**src/rtl/imem_loader.sv**
```systemverilog
// Boot-time program loader: streams instruction words into IMEM over a
// valid/ready handshake and holds the CPU in reset until the image is complete.
module imem_loader #(
    parameter int unsigned DEPTH         = 1024,
    parameter int unsigned RELEASE_DELAY = 2
) (
    input  logic        clock,
    input  logic        reset,
    input  logic        start,
    input  logic        load_valid,
    input  logic [31:0] load_data,
    input  logic        load_last,
    output logic        load_ready,
    output logic        imem_we,
    output logic [9:0]  imem_addr,
    output logic [31:0] imem_wd,
    output logic        cpu_reset,
    output logic        done,
    output logic        error,
    output logic [10:0] word_count
);

    typedef enum logic [2:0] {
        IDLE,
        LOAD,
        FLUSH,
        RUN,
        ERROR
    } state_t;

    localparam logic [10:0] DEPTH_W = 11'(DEPTH);
    localparam logic [3:0]  DELAY_W = 4'(RELEASE_DELAY);

    state_t     state;
    logic [3:0] delay;

    // word_count doubles as the write index: it only ever advances on a write
    always_ff @(posedge clock) begin
        if (!reset) begin
            state      <= IDLE;
            delay      <= '0;
            load_ready <= 1'b0;
            imem_we    <= 1'b0;
            imem_addr  <= '0;
            imem_wd    <= '0;
            cpu_reset  <= 1'b1;
            done       <= 1'b0;
            error      <= 1'b0;
            word_count <= '0;
        end else begin
            imem_we <= 1'b0;
            case (state)
                IDLE, RUN, ERROR: begin
                    if (start) begin
                        state      <= LOAD;
                        load_ready <= 1'b1;
                        word_count <= '0;
                        error      <= 1'b0;
                        done       <= 1'b0;
                        cpu_reset  <= 1'b1;
                    end
                end
                LOAD: begin
                    if (load_valid && load_ready) begin
                        if (word_count == DEPTH_W) begin
                            state      <= ERROR;
                            error      <= 1'b1;
                            load_ready <= 1'b0;
                        end else begin
                            imem_we    <= 1'b1;
                            imem_addr  <= word_count[9:0];
                            imem_wd    <= load_data;
                            word_count <= word_count + 11'd1;
                            if (load_last) begin
                                state      <= FLUSH;
                                load_ready <= 1'b0;
                                delay      <= DELAY_W;
                            end
                        end
                    end
                end
                FLUSH: begin
                    // Release lands RELEASE_DELAY edges after the final write
                    if (delay <= 4'd1) begin
                        state     <= RUN;
                        cpu_reset <= 1'b0;
                        done      <= 1'b1;
                    end else begin
                        delay <= delay - 4'd1;
                    end
                end
                default: state <= IDLE;
            endcase
        end
    end

endmodule

```
**config.mk**
```make
export PLATFORM = sky130hd
export DESIGN_NAME = imem_loader
export DESIGN_NICKNAME = d
export VERILOG_FILES = /design/src/rtl/imem_loader.sv
export SDC_FILE = /design/constraint.sdc
export NUM_CORES = 1
export LEC_CHECK = 0
export ABC_AREA = 1
export CORE_MARGIN = 1.5
export CORE_UTILIZATION = 46
export DETAILED_ROUTE_END_ITERATION = 16
export PLACE_DENSITY = 0.88
export SYNTH_ARGS = -nofsm -noshare
export SYNTH_HDL_FRONTEND = slang
export SYNTH_SLANG_ARGS = --single-unit
```
**constraint.sdc**
```tcl
create_clock -name clock -period 2.4 [get_ports clock]
set_clock_uncertainty 0.15 [all_clocks]
set_input_delay 0.36 -clock clock [delete_from_list [all_inputs] [get_ports clock]]
set_output_delay 0.36 -clock clock [all_outputs]
set_load 0.005 [all_outputs]
```
# After elaboration in Yosys (flattened, before gate mapping)
# Index checks and enable logic that the tools add are counted.
dict set report totals {
  register_bits 65
  output_inout_bits 58
}
dict set report classes {
  add_sub_neg 2
  n_lt_le_gt_ge 1
  eq_ne 13
  n_mux 29
  bitwise 1
  reduce_logical 14
}
# operator n
set ops {}
lappend ops {{2-to-1 mux 11 bit} 3}
lappend ops {{one-hot mux 11 bit (2 select lines)} 1}
lappend ops {{2-to-1 mux 4 bit} 4}
lappend ops {{AND reduction 4 bit} 4}
lappend ops {{2-to-1 mux 3 bit} 5}
lappend ops {{inequality test 2 bit (second input constant)} 7}
lappend ops {{adder 11 x 1 -> 11 bit (second input constant)} 1}
lappend ops {{equality test 11 bit (second input constant)} 1}
lappend ops {{2-to-1 mux 1 bit} 10}
lappend ops {{one-hot mux 3 bit (3 select lines)} 1}
lappend ops {{AND reduction 3 bit} 3}
lappend ops {{one-hot mux 1 bit (2 select lines)} 4}
lappend ops {{one-hot mux 4 bit (2 select lines)} 1}
lappend ops {{equality test 3 x 2 -> 1 bit (second input constant)} 2}
lappend ops {{nonzero test 2 bit} 3}
lappend ops {{AND reduction 5 bit} 1}
lappend ops {{<= comparator 4 x 1 -> 1 bit (second input constant)} 1}
lappend ops {{subtractor 4 x 1 -> 4 bit (second input constant)} 1}
lappend ops {{equality test 3 x 1 -> 1 bit (second input constant)} 1}
lappend ops {{equality test 3 bit (second input constant)} 1}
lappend ops {{zero test 3 bit} 1}
lappend ops {{inequality test 3 bit (second input constant)} 1}
lappend ops {{OR reduction 3 bit} 1}
lappend ops {{logical AND 1 bit} 1}
lappend ops {{inverter 1 bit} 1}

# Logic depth before layout (Yosys ltp)
dict set report logic_depth {
  ltp_word 4
  mapped_depth 11
  depth_no_buf 11
}

# Worst setup path before layout
# OpenSTA, ideal clock, no wires.
dict set report synth_timing {
  path_type {register to register}
  startpoint {register word_count[0]}
  endpoint {register imem_addr[0]}
  setup_time_ns 0.070
  arrival_ns 1.584
  required_time_ns 2.180
  path_slack_ns 0.596
  stages_incl_launch_ff 12
  n_path_buf 2
  period_less_slack_ns 1.804
  cell_sequence {dfxtp_1 -> clkbuf_1 -> inv_1 -> ha_1 -> nand2_1 -> nor2_1 -> nand2_2 -> nand3_4 -> inv_2 -> buf_4 -> nand2_1 -> a21oi_1}
}
dict set report synth_via {
  elab_chain_cells 3
}
# element line_no
set synth_rtl {}
lappend synth_rtl {{from (decl)} 20} ;# output logic [10:0] word_count
lappend synth_rtl {{from (signal assigned)} 73} ;# word_count <= word_count + 11'd1;
lappend synth_rtl {{equality test 11 bit} 65} ;# if (word_count == DEPTH_W) begin
lappend synth_rtl {{inverter 1 bit (no line)} -}
lappend synth_rtl {{AND reduction 3 bit (no line)} -}
lappend synth_rtl {{to (signal assigned)} 71} ;# imem_addr <= word_count[9:0];
lappend synth_rtl {{to (decl)} 15} ;# output logic [9:0] imem_addr,
# Several ways; a longest one is shown, not always the timed one.
# A chain may end at the register's enable or synchronous reset.

# Worst setup path after layout
dict set report layout_timing {
  startpoint {register word_count[1]}
  endpoint {register word_count[7]}
}
dict set report layout_via {
  elab_chain_cells 4
  elab_cells_between_ends 7
}
# element line_no
set layout_rtl {}
lappend layout_rtl {{adder 11 x 1 -> 11 bit} 73}
lappend layout_rtl {{2-to-1 mux 11 bit} 65}
lappend layout_rtl {{2-to-1 mux 11 bit} 64} ;# if (load_valid && load_ready) begin
lappend layout_rtl {{one-hot mux 11 bit (2 select lines)} 52} ;# case (state)
# Several ways; a longest one is shown, not always the timed one. The select of a mux whose other input is x is not followed.

==> impl_metrics.tcl <==
set metrics [dict create \
    global_route.usage.total 0.2296 \
    layout_worst_path_cycle_share 0.8114 \
    synth_flop_cell "dfxtp_1" \
    fill_cells 472 \
    detailroute.via_count 2983 \
    internal_power_mw 2.171 \
    syn_inst 416 \
    cts_buffers 9 \
    final_setup_viols 0 \
    netlist_top_cells_count "158 x nand2_1, 65 x dfxtp_1, 57 x a21oi_1" \
    route.detailed.wl_per_inst_um 12.92 \
    ys_seq_area_frac 0.4489 \
    via_count_of_the_first_global_routing_pass 2718 \
    synth_cell_type_count 23 \
    synthToLayoutAreaGrowth_pct 40.83 \
    clockRootBuffer "clkbuf_8" \
    rows 28 \
    final.min_clock_period_ns 1.947 \
    globalRoute.totalOverflow 0 \
    pwr-share-comb 0.368 \
    dpl_worst_slack_ns 0.4263 \
    timing.critical_path.from_type "flip-flop" \
    final_nets 551 \
    cts_repair_resize_count 0 \
    worst_vdd_ir_uv 798.7 \
    ys_top_cells_by_area "dfxtp_1 45%, nand2_1 20%, a21oi_1 9.8%, nor2_1 4.1%, inv_1 3.5%" \
    crit_slowest_cell "dfxtp_1" \
    detail_route.vias_per_cell 5.056 \
    synthesis.area_um2 2899 \
    cts_hold_repair.buffers 0 \
    seq_power_share 0.373 \
    power_frac_clock 0.259 \
    cp_slowest_stage_delay_ns 0.42 \
    portBuffers 94 \
    worst_setup_path_end_kind "flip-flop" \
    layout_setup_ws_ns 0.4527 \
    synth_edf_count 0 \
    timing.max_slew.rel_slack 0.7132 \
    antenna_cells 0 \
    die_footprint_um2 6787 \
    cp_num_buf_inv 2 \
    drc 0 \
    clock_sink_count 65 \
    crit_path_frequent_cell "nand2_1" \
    required_ns 2.49 \
    totalWireLength_um 7623 \
    syn-num-nets 457 \
    fin_setup_tns_ns 0 \
    fin_hold_ws_ns 0.3139 \
    worst_path_dominant_cell_family "simple AND/OR/NAND/NOR gates" \
    outcome "completed" \
    p_sw_frac 0.3770 \
    grt_max_degree 44 \
    hold_viol 0 \
    min-delay-path-class "reg2reg" \
    setup.worst_path.class "reg2reg" \
    leakage_power_nw 1.551 \
    finalNonFillerCells 590 \
    clk_pin_slew_ns 0.07 \
    cts_post_setup_buffers_inserted 0 \
    fp.dieH_um 82.39 \
    drive_gt1_frac 0.07767 \
    dpl-instance-area_um2 3895 \
    net_switching_mw 1.314 \
    cellPowerDensity_nw_per_um2 853.5 \
    async_flop_share 0 \
    die_x_um 82.39 \
    post-place-cells 574 \
    effective_utilization_at_floorplan 0.4839 \
    design_area_um2 4083 \
    grt_pass1_wl_um 11920 \
    ctsLongestPathBuffers 2 \
    cap_violations 0 \
    coreArea_um2 5991 \
    drv_slew 0 \
    yosys_register_bits 65 \
    synth.yosys.warnings 0 \
    post-dp-hpwl_um 5342 \
    max_freq_ghz 0.5135 \
    setup_repair_after_global_routing_missed_its_margin "no" \
    worstPathMaxFanout 11 \
    worst_slew_pin_slew_ns 0.4303 \
    clock_insertion_delay_worst_skew_ns 0.34 \
    yosysTopAreaCell "dfxtp_1" \
    synth_area_per_cell_um2 6.969 \
    cts_tree "done" \
    synth.most_common_cell "nand2_1" \
    placer_congestion 0.9058 \
    first_iter_violations 141 \
    cp.arrival_ns 2.04 \
    number_of_antenna_violations_at_the_first_check_in_global_routing 0 \
    final_antenna_net_count 0 \
    detail_route.first_pass.iterations 4 \
    synthDominantCellAreaShare 0.4489 \
    top_level_ports 95 \
    timing.critical_path.cells "inv_1, ha_1, nand2_1, nor2_1, nand3_1, inv_1, nor2_2, nand2_1, nand2_1, nor2_1" \
    h-tree-depth 3 \
]
[cells in the final DEF, fill, tap and decap left out, types with 2 or more instances in the layout]
cell type        instances
nand2_1                158
clkdlybuf4s50_1         94
dfxtp_1                 65
a21oi_1                 57
nor2_1                  32
inv_1                   27
nand3_1                 20
clkbuf_8                 9
nand4_1                  8
buf_4                    7
inv_2                    5
o21ai_0                  5
nand3_2                  4
ha_1                     4
nand2_2                  3
nor2_2                   2
nor2_4                   2
clkinv_2                 2
clkbuf_1                 2
[final timing paths]
path,startpoint,endpoint,slack (ns),depth (start not counted)
setup / recovery,word_count[1],word_count[7],0.45,10
hold / removal,done,done,0.31,2
setup reg to reg,word_count[1],word_count[7],0.45,10
hold reg to reg,done,done,0.31,2
[sequential cells by signal, summed over array words and instances (netlist names)]
name / count
imem_we: 1
imem_addr: 10
imem_wd: 32
state: 3
load_ready: 1
word_count: 11
delay: 4
cpu_reset: 1
error: 1
done: 1
[power by group through the flow]
stage / combinational [mW] / sequential [mW] / clock (mW)
3_3_place_gp: 1.23 / 1.31 / 0
5_1_grt: 1.43 / 1.31 / 0.957
2_1_floorplan: 0.870 / 1.30 / 0
3_5_place_dp: 1.26 / 1.32 / 0
4_1_cts: 1.27 / 1.30 / 0.912
6_report: 1.28 / 1.30 / 0.903
[worst register-to-register path, cell delays in order, from the launching register on]
cell	delay, ns
dfxtp_1	0.42
inv_1	0.07
ha_1	0.18
nand2_1	0.06
nor2_1	0.06
nand3_1	0.31
inv_1	0.16
nor2_2	0.26
nand2_1	0.08
nand2_1	0.07
nor2_1	0.04
[layer usage]
metal / global-route usage / vias up / part of all wire
met1: 0.2694 / 1345 / 0.41
met2: 0.3886 / 119 / 0.49
met3: 0.04835 / 14 / 0.073
li1: - / 1505 / -
met5: 0 / - / 0
met4: 0.1254 / 0 / 0.020
[final cells by class]
type                            count  area [um^2]  share of cell area
Sequential cell                    65         1301              0.3187
Clock inverter                      5        56.30             0.01379
Clock buffer                       11        131.4             0.03218
Multi-Input combinational cell    300         1366              0.3347
Inverter                           32        120.1             0.02942
Tap cell                           75        93.84             0.02298
Timing Repair Buffer              102         1013              0.2482
[cell families after synthesis]
logic type | synth area share
and+or+nand+nor | 0.3410
DFF | 0.4489
AOI/OAI and AO/OA | 0.1070
buffers and inverters | 0.07985
adders and majority gates | 0.01726
xor gates and xnor gates | 0.006043
[metrics by stage]
step	total power [mW]	utilization
after detailed placement	2.581	0.6502
after CTS	3.480	0.6815
after global routing	3.703	0.6815
after global placement	2.537	0.6502
final	3.484	0.6815
after floorplan	2.174	-
Note: power is estimated with default switching activity, not from simulation.
